### src/rtl/serializer_pkg.sv
// Shared types and widths for the word serializer.
// State encoding plus word/index widths.
package serializer_pkg;

  localparam int WORD_W = 16;
  localparam int IDX_W  = 4;

  typedef enum logic {
    IDLE  = 1'b0,
    SHIFT = 1'b1
  } state_t;

endpackage

### src/rtl/mux16to1.sv
// 16:1 single-bit multiplexer.
// Selects one bit of data by sel.
module mux16to1 (
  input  logic [15:0] data,
  input  logic [3:0]  sel,
  output logic        y
);

  assign y = data[sel];

endmodule

### src/rtl/word_serializer.sv
// 16-bit word to serial bitstream with valid/ready on both sides.
// A load may overlap the last-bit transfer for gapless streaming.
module word_serializer
  import serializer_pkg::*;
#(
  parameter bit MSB_FIRST  = 1'b0,
  parameter bit IDLE_LEVEL = 1'b0
) (
  input  logic             clk,
  input  logic             rst_n,
  input  logic             load_valid,
  input  logic [WORD_W-1:0] load_data,
  output logic             load_ready,
  output logic             ser_out,
  output logic             ser_valid,
  input  logic             ser_ready,
  output logic             ser_last,
  output logic [IDX_W-1:0] bit_idx
);

  localparam logic [IDX_W-1:0] LAST = '1;

  state_t            state;
  logic [WORD_W-1:0] held;
  logic [IDX_W-1:0]  pos;
  logic              mux_bit;
  logic              load;
  logic              xfer;

  assign ser_valid  = (state == SHIFT);
  assign ser_last   = ser_valid && (pos == LAST);
  assign load_ready = !ser_valid || (ser_last && ser_ready);
  assign bit_idx    = MSB_FIRST ? (LAST - pos) : pos;

  assign load = load_valid && load_ready;
  assign xfer = ser_valid && ser_ready;

  mux16to1 u_mux (
    .data (held),
    .sel  (bit_idx),
    .y    (mux_bit)
  );

  assign ser_out = ser_valid ? mux_bit : IDLE_LEVEL;

  // A load wins over a plain transfer: it is only possible on the last bit.
  always_ff @(posedge clk or negedge rst_n) begin
    if (!rst_n) begin
      state <= IDLE;
      held  <= '0;
      pos   <= '0;
    end else if (load) begin
      state <= SHIFT;
      held  <= load_data;
      pos   <= '0;
    end else if (xfer) begin
      pos <= pos + 1'b1;
      if (pos == LAST) begin
        state <= IDLE;
      end
    end
  end

endmodule

### config.mk
export PLATFORM = sky130hd
export DESIGN_NAME = word_serializer
export DESIGN_NICKNAME = d
export VERILOG_FILES = /design/src/rtl/serializer_pkg.sv /design/src/rtl/mux16to1.sv /design/src/rtl/word_serializer.sv
export SDC_FILE = /design/constraint.sdc
export NUM_CORES = 1
export LEC_CHECK = 0
export CORE_MARGIN = 5
export CORE_UTILIZATION = 25
export CTS_CLUSTER_SIZE = 20
export DETAILED_ROUTE_END_ITERATION = 16
export PLACE_DENSITY = 0.53
export SYNTH_ARGS = -nofsm -noshare
export SYNTH_HDL_FRONTEND = slang
export SYNTH_HIERARCHICAL = 1
export SYNTH_SLANG_ARGS = --single-unit
### constraint.sdc
create_clock -name clk -period 2.6 [get_ports clk]
set_clock_uncertainty 0.05 [all_clocks]
set_input_delay 0.26 -clock clk [delete_from_list [all_inputs] [get_ports clk]]
set_output_delay 0.26 -clock clk [all_outputs]
set_load 0.1 [all_outputs]
# Word level (Yosys, flattened, before mapping)
# Cells that the tools add are included.
word_totals:
  register_bits: 21
  latch_bits: 0
  ram_bits: 0
  rom_bits: 0
  input_bits: 20
  out_inout_bits: 8
  word_cells: 23
  memories: 0
op_classes:
  n_addsub: 1
  n_mul: 0
  div_mod_pow: 0
  n_lt_le_gt_ge: 1
  eq_ne: 1
  n_shift: 0
  n_mux: 8
  bitwise_logic: 0
  n_reduce_logical: 9
op_table:
  columns: ["cell", "n"]
  rows:
  - ["$mux W4", 2]
  - ["$lt A4 B5 Y1 const B", 1]
  - ["$mux W1", 5]
  - ["$add A4 B1 Y4 const B", 1]
  - ["$bmux W1 S4", 1]
  - ["$eq A4 B4 Y1 const B", 1]
  - ["$logic_and A1 B1 Y1", 4]
  - ["$reduce_bool A2 Y1", 2]
  - ["$reduce_and A2 Y1", 1]
  - ["$logic_not A1 Y1", 1]
  - ["$logic_or A1 B1 Y1", 1]

# Logic depth before layout (Yosys ltp)
# Gate-level depths: netlist (run 1).
depth:
  depth_word: 7
  depth_mapped: 5
  mapped_depth_nobuf: 4

# By module
# Netlist (run 1), hierarchy kept.
by_module_without_submodules:
  columns: ["module", "n_inst", "cells_each", "area_each_um2", "seq_area_each_um2"]
  rows:
  - ["word_serializer", 1, 66, 950.9, 525.5]
  - ["mux16to1", 1, 7, 135.1, 0.0]

# Least setup slack after synthesis (run 1)
# No wires, ideal clock.
synth_timing:
  path_kind: "register to output"
  from: "reg pos[0], in the netlist bit_idx[0]"
  to: "out ser_last"
  t_arrival_ns: 2.806
  required_time_ns: 2.290
  slack_ns: -0.516
  path_stages_with_launch: 4
  path_buffers: 0
  path_cell_list: "dfrtp_1 > ha_1 > nand2_1 > nor2_1"
synth_between:
  elab_chain_cells: 2
synth_rtl:
  columns: ["element", "line_no", "text"]
  rows:
  - ["start: declaration", "word_serializer.sv:25", "logic [IDX_W-1:0] pos;"]
  - ["start signal: assignment", "word_serializer.sv:57", "pos <= pos + 1'b1;"]
  - ["$eq A4 B4 Y1", "word_serializer.sv:31", "assign ser_last = ser_valid && (pos == LAST);"]
  - ["$logic_and A1 B1 Y1", "word_serializer.sv:31", null]
  - ["end: declaration", "word_serializer.sv:17", "output logic ser_last,"]
# No other way between the ends.

# Final worst setup path (run 1)
layout_timing:
  from: "reg pos[0], in the netlist bit_idx[0]"
  to: "out ser_out"
layout_between:
  elab_chain_cells: 3
layout_rtl:
  columns: ["element", "line_no", "text"]
  rows:
  - ["$bmux W1 S4", "mux16to1.sv:9", "assign y = data[sel];"]
  - ["$mux W1 (implied by the code)", "mux16to1.sv:9", null]
  - ["named net mux_bit", "word_serializer.sv:26", "logic mux_bit;"]
  - ["$mux W1", "word_serializer.sv:44", "assign ser_out = ser_valid ? mux_bit : IDLE_LEVEL;"]
  - ["end: declaration", "word_serializer.sv:14", "output logic ser_out,"]
# The timed path passes the listed nets, and every way through them passes these cells. The select of a mux whose other input is x is not followed.

==> results.py, run 1 <==
metrics = {
    "die": {
        "core_area_um2": 4290,
        "ioPinCount": 28,
        "die-area_um2": 5760,
        "die_y_um": 75.9,
        "die_width_um": 75.9,
        "num_rows": 24,
        "initial_core_util_pct": 25.3,
    },
    "grt": {
        "grt_max_degree": 22,
        "grt_use_total_pct": 8.01,
        "grt_pass1_vias": 797,
        "grt_pass1_wl_mm": 3.91,
        "antenna_found_initial": 0,
        "grt-ovfl-total": 0,
    },
    "placement": {
        "routabilityCongestion": 0.793,
        "portBuffers": 27,
        "dp_hpwl_mm": 1.64,
    },
    "worst_setup_path": {
        "worstSetupPathType": "register to primary output",
        "startpoint_type": "register",
        "rr_endpoint": "held[3]",
        "rr_worst_depth": 5,
        "cp_max_fo": 9,
        "worst-r2r-setup-slack_ps": 630,
        "path_common_cell": "mux2i_1",
        "crit_slowest_cell": "mux4_1",
        "crit_chain": "mux4_1, mux2i_1, mux2i_1, and2_1, buf_12",
        "cp-end-kind": "primary output",
        "cp.required_ps": 2290,
        "startpoint": "bit_idx[0]",
        "critical_path.max_stage_delay_ps": 590,
        "crit_arrival_ps": 1960,
        "reg2reg_from": "bit_idx[1]",
        "cp-endpoint": "ser_out",
    },
    "logic_synthesis": {
        "synth_commonest_cells": "dfrtp_1 (21), mux2_4 (10), mux2_2 (6), nand2_1 (5)",
        "avgSynthCellArea_um2": 14.9,
        "synth_area_um2": 1090,
        "yosysSeqAreaShare_pct": 48.4,
        "synth_top_area_cell": "dfrtp_1",
        "ys_warn_count": 6,
        "synth_top_area_share_pct": 48.4,
        "synthArstFlopShare_pct": 100,
        "synth_fp_nets": 94,
        "synth_edf_count": 0,
        "synth.area.top_cells": "dfrtp_1 (48%), mux2_4 (14%), mux4_1 (9.7%)",
        "post-synth-top-count-cell": "dfrtp_1",
        "synth_ff_type": "dfrtp_1",
        "yosys.cell_types.count": 25,
        "syn_inst": 73,
        "ys_ff_latch": 21,
    },
    "finish": {
        "syn_to_final_growth_pct": 35.1,
        "utilization_pct": 34.2,
        "n_antenna_cell": 0,
        "drive_gt1_share_pct": 33.7,
        "fin_nets": 126,
    },
    "power_and_ir_drop": {
        "power.density_nw_per_um2": 1330,
        "p_int_mw": 1.07,
        "vdd_drop_max_mv": 0.626,
        "comb_power_share_pct": 56.8,
        "p_switching_uw": 876,
        "netSwitchingFraction_pct": 45.0,
        "seq_power_share_pct": 32.6,
        "power_leakage_nw": 0.643,
        "p_clk_share_pct": 10.6,
    },
    "sta": {
        "final_max_slew_viol_count": 0,
        "finalHoldViolCount": 0,
        "fmax_mhz": 441,
        "setup_violations": 0,
        "hold_slack_ps": 299,
        "fin_setup_tns_ps": 0,
        "rsz0062_at_grt": "false",
        "tightest_slew_ps": 411,
        "period_share_pct": 87.2,
        "relSlewSlack_pct": 72.6,
        "fin_crit_ps": 2270,
    },
    "clock_tree": {
        "ctsResizeCount": 0,
        "cts_buffers": 3,
        "post_cts_buffers": 0,
        "cts_tree": "yes",
        "clock_sinks": 21,
        "postCtsHoldBufs": 0,
        "clk_pin_slew_worst_paths_ps": 80,
        "cts_root_buffer": "clkbuf_8",
        "cts.path.max_buffers": 2,
        "h-tree-depth": 1,
        "clock_latency_ps": 250,
    },
    "hold_path": {
        "min_path_type": "input port to async pin",
    },
    "routing": {
        "dr.pass1.iters": 2,
        "vias": 702,
        "wl_per_cell_um": 13.7,
        "drt_iter0_markers": 21,
        "finalWirelength_mm": 2.14,
        "routed_via_density": 4.50,
        "drc": 0,
        "detail-route-antenna-nets": 0,
    },
    "job": {
        "maxCapViolCount": 0,
    },
    "run_status": {
        "status": "completed",
    },
}
## kinds of logic (layout without fill, tap and decap cells)
group | Yosys count | count (layout) | share of synthesized area (%)
mux | 24 | 24 | 33.4
compound gates | 6 | 6 | 4.26
xor+xnor | 2 | 2 | 1.61
buf+inv | 3 | 34 | 2.53
simple gates | 16 | 16 | 8.64
flops | 21 | 21 | 48.4
fa+ha+maj | 1 | 1 | 1.15
## per-stage QoR
stage	setup slack, ps	power [mW]	cells	area [um2]
6_report	334	1.95	156	1470
5_1_grt	214	2.06	156	1470
4_1_cts	310	1.97	156	1470
3_5_place_dp	552	1.76	152	1420
3_3_place_gp	585	1.75	152	1420
2_1_floorplan	-15.9	1.45	73	1090
## metal layers
metal	GRT usage (%)	wire length, um	vias to the layer above	share of wire [%]
li1	-	-	332	-
met1	9.87	898	351	42
met5	0	0	-	0
met3	3.20	153	2	7.1
met2	13.4	1080	17	51
met4	1.07	6	0	0.28
## cells in the final DEF, fill, tap and decap left out, drive strengths merged, types with 2 or more instances in the layout
master	n
nand2	5
clkbuf	3
mux2i	4
nor2	4
buf	10
nand4	2
clkdlybuf4s50	19
a21oi	2
mux2	16
dfrtp	21
o21ai	2
mux4	4
## worst max-delay path, delay by kind of cell (launching register included)
kind                   cells  cell delay (ps)
buffers and inverters      1              170
flip-flops                 1              500
multiplexers               3              830
AND/OR/NAND/NOR            1              190
## worst min-delay path by stage
stage / startpoint / endpoint / slack [ps] / cells past startpoint
finish: rst_n / bit_idx[2] / 300 / 2
global route: rst_n / bit_idx[2] / 330 / 2
CTS: rst_n / ser_valid / 310 / 2
detailed placement: held[6] / held[6] / 440 / 1
global placement: held[0] / held[0] / 440 / 1
floorplan: rst_n / bit_idx[0] / -90 / 0
## state kept, by name (all words and copies together), names as in the netlist
signal	count
ser_valid	1
bit_idx	4
held	16
## cell type report
class	count	area, um2
Timing Repair Buffer	29	290
Inverter	1	3.75
Clock inverter	1	5.00
Clock buffer	3	41.3
Fill cell	431	2830
Sequential cell	21	527
Tap cell	52	65.1
Multi-Input combinational cell	49	536
## power by group through the flow
stage	Clock [mW]	Sequential (mW)	Combinational, mW
floorplan	0	0.827	0.623
global placement	0	0.641	1.10
detailed placement	0	0.644	1.11
CTS	0.215	0.639	1.12
global route	0.233	0.663	1.17
finish	0.207	0.635	1.10
(Power assumes the default switching activity.)
==> inputs of run 2 (changes only) <==
- SLEW_MARGIN: not set -> 25
==> results of run 2 <==
Same layout as run 1: the final DEF is identical, and so are final timing and power.
==> inputs of run 3 (changes only) <==
==> constraint.sdc (replaced) <==
create_clock -name clk -period 2.6 [get_ports clk]
set_clock_uncertainty 0.05 [all_clocks]
set_input_delay 0.52 -clock clk [delete_from_list [all_inputs] [get_ports clk]]
set_output_delay 0.52 -clock clk [all_outputs]
set_load 0.1 [all_outputs]
==> run 3 against run 2 <==
Total power up 2.9%; core utilization increased by 1.1 points; via count down 1.6%; worst hold slack better by 150 ps; routed wire length up 2.9%; sequential power increased by 0.9%; first-iteration DRC count rose by 86%; clock power about the same; worst setup slack lost 230 ps; register-to-register slack gained 180 ps; sequential share of layout area shrank 0.82 points; die area did not move.
==> results.py, run 3 (synthesized netlist as in run 1, its figures left out) <==
metrics = {
    "finish": {
        "n_antenna_cell": 0,
        "layout_commonest_cell": "clkdlybuf4s50_1",
        "final_cell_mix": "clkdlybuf4s50_1 (19), dfrtp_1 (18), mux2_4 (10)",
        "syn_to_final_growth_pct": 39.6,
        "largest_reg_flops": 16,
        "regMostFlops": "held",
        "drive_gt1_share_pct": 37.7,
        "fin_nets": 128,
    },
    "routing": {
        "drc": 0,
        "wl_per_cell_um": 13.9,
        "wl_met2_mm": 1.09,
        "detail-route-antenna-nets": 0,
        "finalWirelength_mm": 2.20,
        "drt_iter0_markers": 39,
        "routed_via_density": 4.37,
        "dr.max_layer_used": "met4",
        "vias": 691,
        "dr.pass1.iters": 3,
        "wl_met1_um": 950,
        "dr_wl_met3_um": 141,
    },
    "sta": {
        "final_max_slew_viol_count": 0,
        "period_share_pct": 96.0,
        "fin_crit_ps": 2500,
        "hold_slack_ps": 452,
        "tightest_slew_ps": 381,
        "relSlewSlack_pct": 74.6,
        "setup_violations": 0,
        "finalHoldViolCount": 0,
        "rsz0062_at_grt": "false",
        "fin_setup_tns_ps": 0,
        "fmax_mhz": 401,
    },
    "grt": {
        "grt_max_degree": 22,
        "grt_pass1_vias": 766,
        "grt_use_total_pct": 7.72,
        "antenna_found_initial": 0,
        "grt-ovfl-total": 0,
        "grt_pass1_wl_mm": 3.59,
    },
    "worst_setup_path": {
        "worstSetupPathType": "register to primary output",
        "crit_arrival_ps": 1930,
        "cp-end-kind": "primary output",
        "startpoint_type": "register",
        "cp.required_ps": 2030,
        "cp_max_fo": 6,
    },
    "hold_path": {
        "min_path_type": "register to register",
    },
    "power_and_ir_drop": {
        "power.density_nw_per_um2": 1320,
        "vdd_drop_max_mv": 0.614,
        "power_leakage_nw": 0.657,
    },
    "placement": {
        "portBuffers": 27,
        "routabilityCongestion": 0.801,
        "dp_hpwl_mm": 1.70,
    },
    "clock_tree": {
        "clock_sinks": 21,
        "h-tree-depth": 1,
        "postCtsHoldBufs": 0,
        "cts_tree": "yes",
        "clk_pin_slew_worst_paths_ps": 70,
        "post_cts_buffers": 0,
        "cts_buffers": 3,
        "clock_latency_ps": 250,
        "ctsResizeCount": 0,
        "cts.path.max_buffers": 2,
        "cts_root_buffer": "clkbuf_8",
    },
    "die": {
        "ioPinCount": 28,
        "core_area_um2": 4290,
        "die-area_um2": 5760,
        "die_y_um": 75.9,
        "die_width_um": 75.9,
        "initial_core_util_pct": 25.3,
        "num_rows": 24,
    },
    "job": {
        "maxCapViolCount": 0,
    },
    "run_status": {
        "status": "completed",
    },
}
[run 3: changes by cell type in the layout (fill, tap and decap cells not counted), sizes merged]
| cell | delta |
|---|---|
| clkbuf | +1 |
| buf | +1 |
[run 3: worst paths after layout]
path / slack [ps] / startpoint / endpoint / cells past startpoint
min: 450 / held[15] / held[15] / 1
min reg2reg: 450 / held[15] / held[15] / 1
max in group asynchronous: 1700 / rst_n / bit_idx[0] / 2
min in group asynchronous: 550 / rst_n / ser_valid / 2
max reg2reg: 810 / bit_idx[1] / held[3] / 5
max: 100 / bit_idx[0] / ser_out / 5
[run 3: power by group]
| part | total, mW | switching, mW | leakage (nW) | internal, mW |
|---|---|---|---|---|
| Sequential | 0.641 | 0.152 | 0.250 | 0.489 |
| Clock | 0.206 | 0.0999 | 0.0255 | 0.106 |
| Combinational | 1.16 | 0.643 | 0.381 | 0.513 |
| Total | 2.00 | 0.895 | 0.657 | 1.11 |
[run 3: routing by layer]
layer  vias up  GRT usage, %
li1        332             -
met1       334          9.13
met2        21          12.5
met3         4          3.08
met4         0          2.85
met5         -             0
[run 3: metrics by stage]
step | setup WS (ps) | cells | utilization (%) | instance area (um2) | total power, mW
floorplan | 37.6 | 73 | - | 1100 | 1.47
global placement | 351 | 152 | 33.9 | 1460 | 1.77
detailed placement | 341 | 152 | 33.9 | 1460 | 1.79
CTS | 49.7 | 156 | 35.0 | 1500 | 2.01
global route | 11.1 | 158 | 35.3 | 1520 | 2.11
finish | 103 | 158 | 35.3 | 1520 | 2.00
[run 3: cell type report]
class	instances	area, um2
fillers	418	2780
multi-input cells	49	542
flip-flops and latches	21	532
repair buffers	31	328
well taps	52	65.1
clock buffers	3	41.3
clock inverters	1	5.00
inverters	1	3.75
[run 3: critical path, cell delays in order (launching register included)]
cell,delay (ps)
dfrtp_4,480
mux4_1,560
mux2i_1,160
mux2i_1,90
and2_2,220
buf_12,170
